## src/rtl/cpu_pkg.sv

```systemverilog
// rtl/cpu_pkg.sv - shared instruction types and widths for the fetch path
package cpu_pkg;

  localparam int INSTR_W = 22;
  localparam int PC_W    = 4;

  typedef enum logic [1:0] {
    ADD  = 2'd0,
    SUB  = 2'd1,
    LOAD = 2'd2
  } opcode_t;

  typedef struct packed {
    opcode_t    opcode;
    logic [3:0] rs1;
    logic [3:0] rs2;
    logic [3:0] rd;
    logic [7:0] imm;
  } instr_t;

endpackage

```

## src/rtl/fetch_fifo.sv

```systemverilog
// rtl/fetch_fifo.sv - prefetch queue of {instruction, pc} entries with flush
module fetch_fifo #(
  parameter int DEPTH = 4,
  parameter int W     = 26,
  localparam int AW   = $clog2(DEPTH),
  localparam int CW   = $clog2(DEPTH + 1)
) (
  input  logic          clk,
  input  logic          rst_n,
  input  logic          flush,
  input  logic          push,
  input  logic [W-1:0]  push_data,
  input  logic          pop,
  output logic [W-1:0]  head_data,
  output logic [CW-1:0] count
);

  logic [W-1:0]  mem_q [DEPTH];
  logic [AW-1:0] head_q, head_d;
  logic [AW-1:0] tail_q, tail_d;
  logic [CW-1:0] count_q, count_d;

  // Flush wins over a same-cycle push or pop; the caller guarantees no push when full.
  always_comb begin
    head_d  = head_q;
    tail_d  = tail_q;
    count_d = count_q;
    if (flush) begin
      head_d  = '0;
      tail_d  = '0;
      count_d = '0;
    end else begin
      if (push) tail_d = tail_q + AW'(1);
      if (pop)  head_d = head_q + AW'(1);
      count_d = count_q + CW'(push) - CW'(pop);
    end
  end

  always_ff @(posedge clk or negedge rst_n) begin
    if (!rst_n) begin
      head_q  <= '0;
      tail_q  <= '0;
      count_q <= '0;
    end else begin
      head_q  <= head_d;
      tail_q  <= tail_d;
      count_q <= count_d;
    end
  end

  always_ff @(posedge clk) begin
    if (push && !flush) mem_q[tail_q] <= push_data;
  end

  assign head_data = mem_q[head_q];
  assign count     = count_q;

endmodule

```

## src/rtl/instr_fetch_unit.sv

```systemverilog
// rtl/instr_fetch_unit.sv - credit-limited instruction prefetch with redirect flush
module instr_fetch_unit
  import cpu_pkg::*;
#(
  parameter int DEPTH = 4,
  parameter int PC_W  = 4
) (
  input  logic               clk,
  input  logic               rst_n,
  output logic               imem_req_valid,
  output logic [PC_W-1:0]    imem_req_addr,
  input  logic               imem_req_ready,
  input  logic               imem_rsp_valid,
  input  logic [INSTR_W-1:0] imem_rsp_data,
  output logic               out_valid,
  output logic [INSTR_W-1:0] out_instr,
  output logic [PC_W-1:0]    out_pc,
  input  logic               out_ready,
  input  logic               redirect_valid,
  input  logic [PC_W-1:0]    redirect_pc
);

  localparam int CW = $clog2(DEPTH + 1);
  localparam int EW = INSTR_W + PC_W;
  localparam logic [CW:0] DEPTH_C = (CW + 1)'(DEPTH);

  typedef enum logic [1:0] {
    FETCH = 2'd0,
    HOLD  = 2'd1,
    REDIR = 2'd2
  } state_t;

  state_t          state_q, state_d;
  logic [PC_W-1:0] fetch_pc_q, fetch_pc_d;
  logic [PC_W-1:0] req_pc_q, req_pc_d;
  logic            inflight_q, inflight_d;
  logic            discard_q, discard_d;

  logic [CW-1:0]   fifo_count;
  logic [EW-1:0]   fifo_head;
  logic [CW:0]     used_now, used_next;
  logic            req_fire, push, pop;

  // Credit counts buffered entries plus the one outstanding request, so a response always has room.
  always_comb begin
    used_now       = (CW + 1)'(fifo_count) + (CW + 1)'(inflight_q);
    imem_req_valid = rst_n && (state_q == FETCH) && (used_now < DEPTH_C) && !redirect_valid;
    req_fire       = imem_req_valid && imem_req_ready;
    push           = imem_rsp_valid && inflight_q && !discard_q && !redirect_valid;
    pop            = out_valid && out_ready;

    fetch_pc_d = fetch_pc_q;
    req_pc_d   = req_pc_q;
    inflight_d = inflight_q;
    discard_d  = discard_q;
    state_d    = state_q;

    if (req_fire) begin
      fetch_pc_d = fetch_pc_q + PC_W'(1);
      req_pc_d   = fetch_pc_q;
    end
    if (req_fire)            inflight_d = 1'b1;
    else if (imem_rsp_valid) inflight_d = 1'b0;

    // A response still owed to a flushed request must not land in the new stream.
    if (imem_rsp_valid) discard_d = 1'b0;
    if (redirect_valid && inflight_q && !imem_rsp_valid) discard_d = 1'b1;

    if (redirect_valid) begin
      used_next = (CW + 1)'(inflight_d);
    end else begin
      used_next = (CW + 1)'(fifo_count) + (CW + 1)'(push) - (CW + 1)'(pop)
                + (CW + 1)'(inflight_d);
    end

    if (redirect_valid) begin
      fetch_pc_d = redirect_pc;
      state_d    = REDIR;
    end else if (state_q == REDIR) begin
      state_d = FETCH;
    end else begin
      state_d = (used_next == DEPTH_C) ? HOLD : FETCH;
    end
  end

  always_ff @(posedge clk or negedge rst_n) begin
    if (!rst_n) begin
      state_q    <= FETCH;
      fetch_pc_q <= '0;
      req_pc_q   <= '0;
      inflight_q <= 1'b0;
      discard_q  <= 1'b0;
    end else begin
      state_q    <= state_d;
      fetch_pc_q <= fetch_pc_d;
      req_pc_q   <= req_pc_d;
      inflight_q <= inflight_d;
      discard_q  <= discard_d;
    end
  end

  fetch_fifo #(
    .DEPTH (DEPTH),
    .W     (EW)
  ) u_fifo (
    .clk       (clk),
    .rst_n     (rst_n),
    .flush     (redirect_valid),
    .push      (push),
    .push_data ({imem_rsp_data, req_pc_q}),
    .pop       (pop),
    .head_data (fifo_head),
    .count     (fifo_count)
  );

  assign imem_req_addr = fetch_pc_q;
  assign out_valid     = (fifo_count != '0);
  assign out_instr     = fifo_head[EW-1:PC_W];
  assign out_pc        = fifo_head[PC_W-1:0];

endmodule

```

## config.mk

```make
export PLATFORM = sky130hd
export DESIGN_NAME = instr_fetch_unit
export DESIGN_NICKNAME = d
export VERILOG_FILES = /design/src/rtl/cpu_pkg.sv /design/src/rtl/fetch_fifo.sv /design/src/rtl/instr_fetch_unit.sv
export SDC_FILE = /design/constraint.sdc
export NUM_CORES = 1
export LEC_CHECK = 0
export ABC_AREA = 1
export BUFFER_PORTS_ARGS = -buffer_cell sky130_fd_sc_hd__buf_2
export CELL_PAD_IN_SITES_DETAIL_PLACEMENT = 0
export CELL_PAD_IN_SITES_GLOBAL_PLACEMENT = 1
export CORE_MARGIN = 2
export CORE_UTILIZATION = 39
export CTS_CLUSTER_SIZE = 25
export DETAILED_ROUTE_END_ITERATION = 10
export PLACE_DENSITY_LB_ADDON = 0.1
export SETUP_SLACK_MARGIN = 0.4
export SYNTH_ARGS = -nofsm -noshare
export SYNTH_HDL_FRONTEND = slang
export SYNTH_SLANG_ARGS = --single-unit
```

## constraint.sdc

```tcl
create_clock -name clk -period 2.7 [get_ports clk]
set_input_delay 0.27 -clock clk [delete_from_list [all_inputs] [get_ports clk]]
set_output_delay 0.27 -clock clk [all_outputs]
set_load 0.01 [all_outputs]
```

==> metrics <==
final setup fails=0; row count=41; Via density=4.783; type of the worst setup path=reg2reg; largest net degree at the start of global routing=54; die height=about 120 um; Clk Latency, worst-skew pair=0.40 ns; GPL Wtd Cong=0.7694; fraction of layout cells with a size suffix above 1=0.2777; CTS tree=yes; CP startpoint kind=flop; CTS Buf Count=17; sequential area share after synthesis=0.7203; FMAX=442.4 MHz; first-pass GRT wire length=15.93 mm; Ports=64; Syn Std Cell Area=0.004996 mm^2; Min Hold Slack=approximately 0.076 ns; Slew Viols, Final=0; NumNets Final=530; Vias=around 3,200; post-route ant nets=0; die span in x=117.2 um; top_reg_cell synth=edfxtp_1; Hold Path Class=in2reg; Seq cells post-synth=123; cells after synthesis=395; outcome=completed; relative slew slack=0.6300; diodes inserted=0; maxcap violations=0; 1st-pass router iterations=4; Starting Density=0.3975; Cell variety after synth=27; CP Data Arrival Time=2.59 ns; Max clock buf depth=2; Leak Pwr=~0.0024 uW; initial antenna violation count=0; H-tree levels=4; core area=0.01257 mm^2; Hold Violations, Final=0; Avg WL per Cell=15.24 um; Max VDD drop=369.5 uV; Slew @ Worst Pin=0.5550 ns; CTS sink count=123; r2r worst-path depth=13; number of DRC markers in iteration 0=133; Net Count, Synth=441; final clock skew=0.006593 ns; IO Port Bufs=between 60 and 70; crit end category=flop; WHS Endpoint=u_fifo.mem_q[3][21]$_DFFE_PP_; Tcrit/Tclk final=0.8372; CP required=3.03 ns; r2r endpoint=state_q[0]$_DFF_PN0_; area delta synth->final=26.45%; unrepaired setup endpoints after global routing=true; Root Driver=clkbuf_16; GRT Total Usage=0.1630; minimum clock period=2.261 ns; P per Cell Area=between 900 and 1000 mW/mm^2; Post-Syn Area per Cell=12.65 um^2; reg2reg start=u_fifo.count[1]$_DFF_PN0_; # DRC=0; wirelength, routed=10.19 mm; EDFF count, synth=between 100 and 150; die area=0.01373 mm^2; reg-to-reg slack, setup=about 0.44 ns; Hold Path Origin=imem_rsp_data[17]; Synth warnings=0; hpwl dp=6.298 mm; Power Total=5828 uW; grt ovf=0; vias in the first global route=around 3,100; Critical Path Fanout Max=4; Hold Crit Depth=1; Clock transition at path regs=0.05 ns; Fin Setup TNS=0 ns; asr flop ratio synth=0.1545
==> timing repair <==
item,in CTS,in global routing
pin swaps,4,3
endpoints found under the setup margin,1,1
setup buffers,7,1
hold buffers,1,0
resized for setup,8,4
endpoints found under the hold margin,19,0
==> placed cells by master (no fill, tap or decap), types with 4 or more instances in the layout <==
| cell | instances |
|---|---|
| buf_2 | 63 |
| buf_4 | 21 |
| bufinv_16 | 4 |
| clkbuf_16 | 17 |
| clkinv_1 | 7 |
| dfrtp_1 | 16 |
| edfxtp_1 | 104 |
| ha_1 | 10 |
| inv_1 | 24 |
| inv_2 | 5 |
| nand2_1 | 29 |
| nand3_1 | 6 |
| nor2_1 | 63 |
| nor2_4 | 5 |
| o21ai_0 | 53 |
| o21ai_1 | 5 |
| o21ai_2 | 5 |
| o22ai_1 | 27 |
==> flip-flops by register name (all words and copies together), names as in the netlist <==
signal and count:
imem_req_addr 4, u_fifo.tail_q 2, u_fifo.head_q 2, inflight_q 1, u_fifo.count 3, req_pc_q 4
u_fifo.mem_q 104, discard_q 1, state_q 2
==> final cells by class <==
class / instances / area, um^2
fill: 1120 / 6251
sequential: 123 / 3602
multi-input combinational: 224 / 1269
timing repair buffer: 87 / 523.0
clock buffer: 20 / 436.7
tap: 172 / 215.2
clock inverter: 12 / 152.6
inverter: 31 / 118.9
==> cell usage after synthesis (all sizes together) (3+ instances only) <==
master	instances	area share
edfxtp	104	0.63
inv	30	0.023
nor2	69	0.052
nand2	31	0.023
nand3	8	0.0080
o21ai	63	0.067
ha	11	0.028
clkbuf	11	0.0083
fa	3	0.012
dfrtp	19	0.095
buf	6	0.0073
o22ai	27	0.034
==> worst max-delay path: stages (launching register included) <==
cell,delay (ns)
dfrtp_2,0.44
inv_4,0.07
nand3_2,0.08
nand2_2,0.07
inv_1,0.06
ha_1,0.28
inv_2,0.06
fa_2,0.19
inv_1,0.05
fa_2,0.52
nand2_1,0.05
nor3_1,0.11
o21ai_1,0.08
a21oi_1,0.12
==> metrics by stage <==
step / setup slack, ns / std cells / area (um^2) / util
6_report: 0.4394 / 669 / 6317 / 0.5026
4_1_cts: 0.3855 / 668 / 6301 / 0.5013
3_5_place_dp: 0.2860 / 628 / 5635 / 0.4484
2_1_floorplan: 0.3971 / 395 / 5014 / -
3_3_place_gp: 0.3545 / 628 / 5635 / 0.4484
5_1_grt: 0.2638 / 669 / 6317 / 0.5026
==> how the worst max path moves through the flow <==
| stage | start | to | slack [ns] | cells after the start |
|---|---|---|---|---|
| after detailed placement | redirect_valid | state_q[0]$_DFF_PN0_ | 0.29 | 12 |
| after CTS | u_fifo.count[2]$_DFF_PN0_ | state_q[0]$_DFF_PN0_ | 0.39 | 13 |
| final | u_fifo.count[1]$_DFF_PN0_ | state_q[0]$_DFF_PN0_ | 0.44 | 13 |
| after floorplan | discard_q$_DFFE_PN0P_ | u_fifo.mem_q[0][0]$_DFFE_PP_ | 0.40 | 5 |
| after global routing | u_fifo.count[2]$_DFF_PN0_ | state_q[0]$_DFF_PN0_ | 0.26 | 13 |
| after global placement | u_fifo.count[1]$_DFF_PN0_ | state_q[0]$_DFF_PN0_ | 0.35 | 13 |
==> cells by family after synthesis <==
family,share of synthesized area
AO/OA/AOI/OAI,0.1042
XOR/XNOR,0.005260
adder cells (fa/ha/maj),0.03957
buffers and inverters,0.03881
flip-flops,0.7203
AND/OR/NAND/NOR,0.09191
==> per-layer routing <==
metal | part of all wire | routed length [um] | vias up | GRT usage
li1 | - | - | 1587 | -
met1 | 0.46 | 4644 | 1545 | 0.1902
met2 | 0.49 | 5013 | 54 | 0.2755
met3 | 0.034 | 346 | 14 | 0.05098
met4 | 0.019 | 189 | 0 | 0.07529
met5 | 0 | 0 | - | 0
==> power by group <==
part           total [uW]  switching (uW)  internal, uW
registers            2270            84.8          2180
logic                1310             792           519
clock network        2250             734          1520
total                5830            1610          4220
No activity file was read; power rests on OpenSTA's default activity.
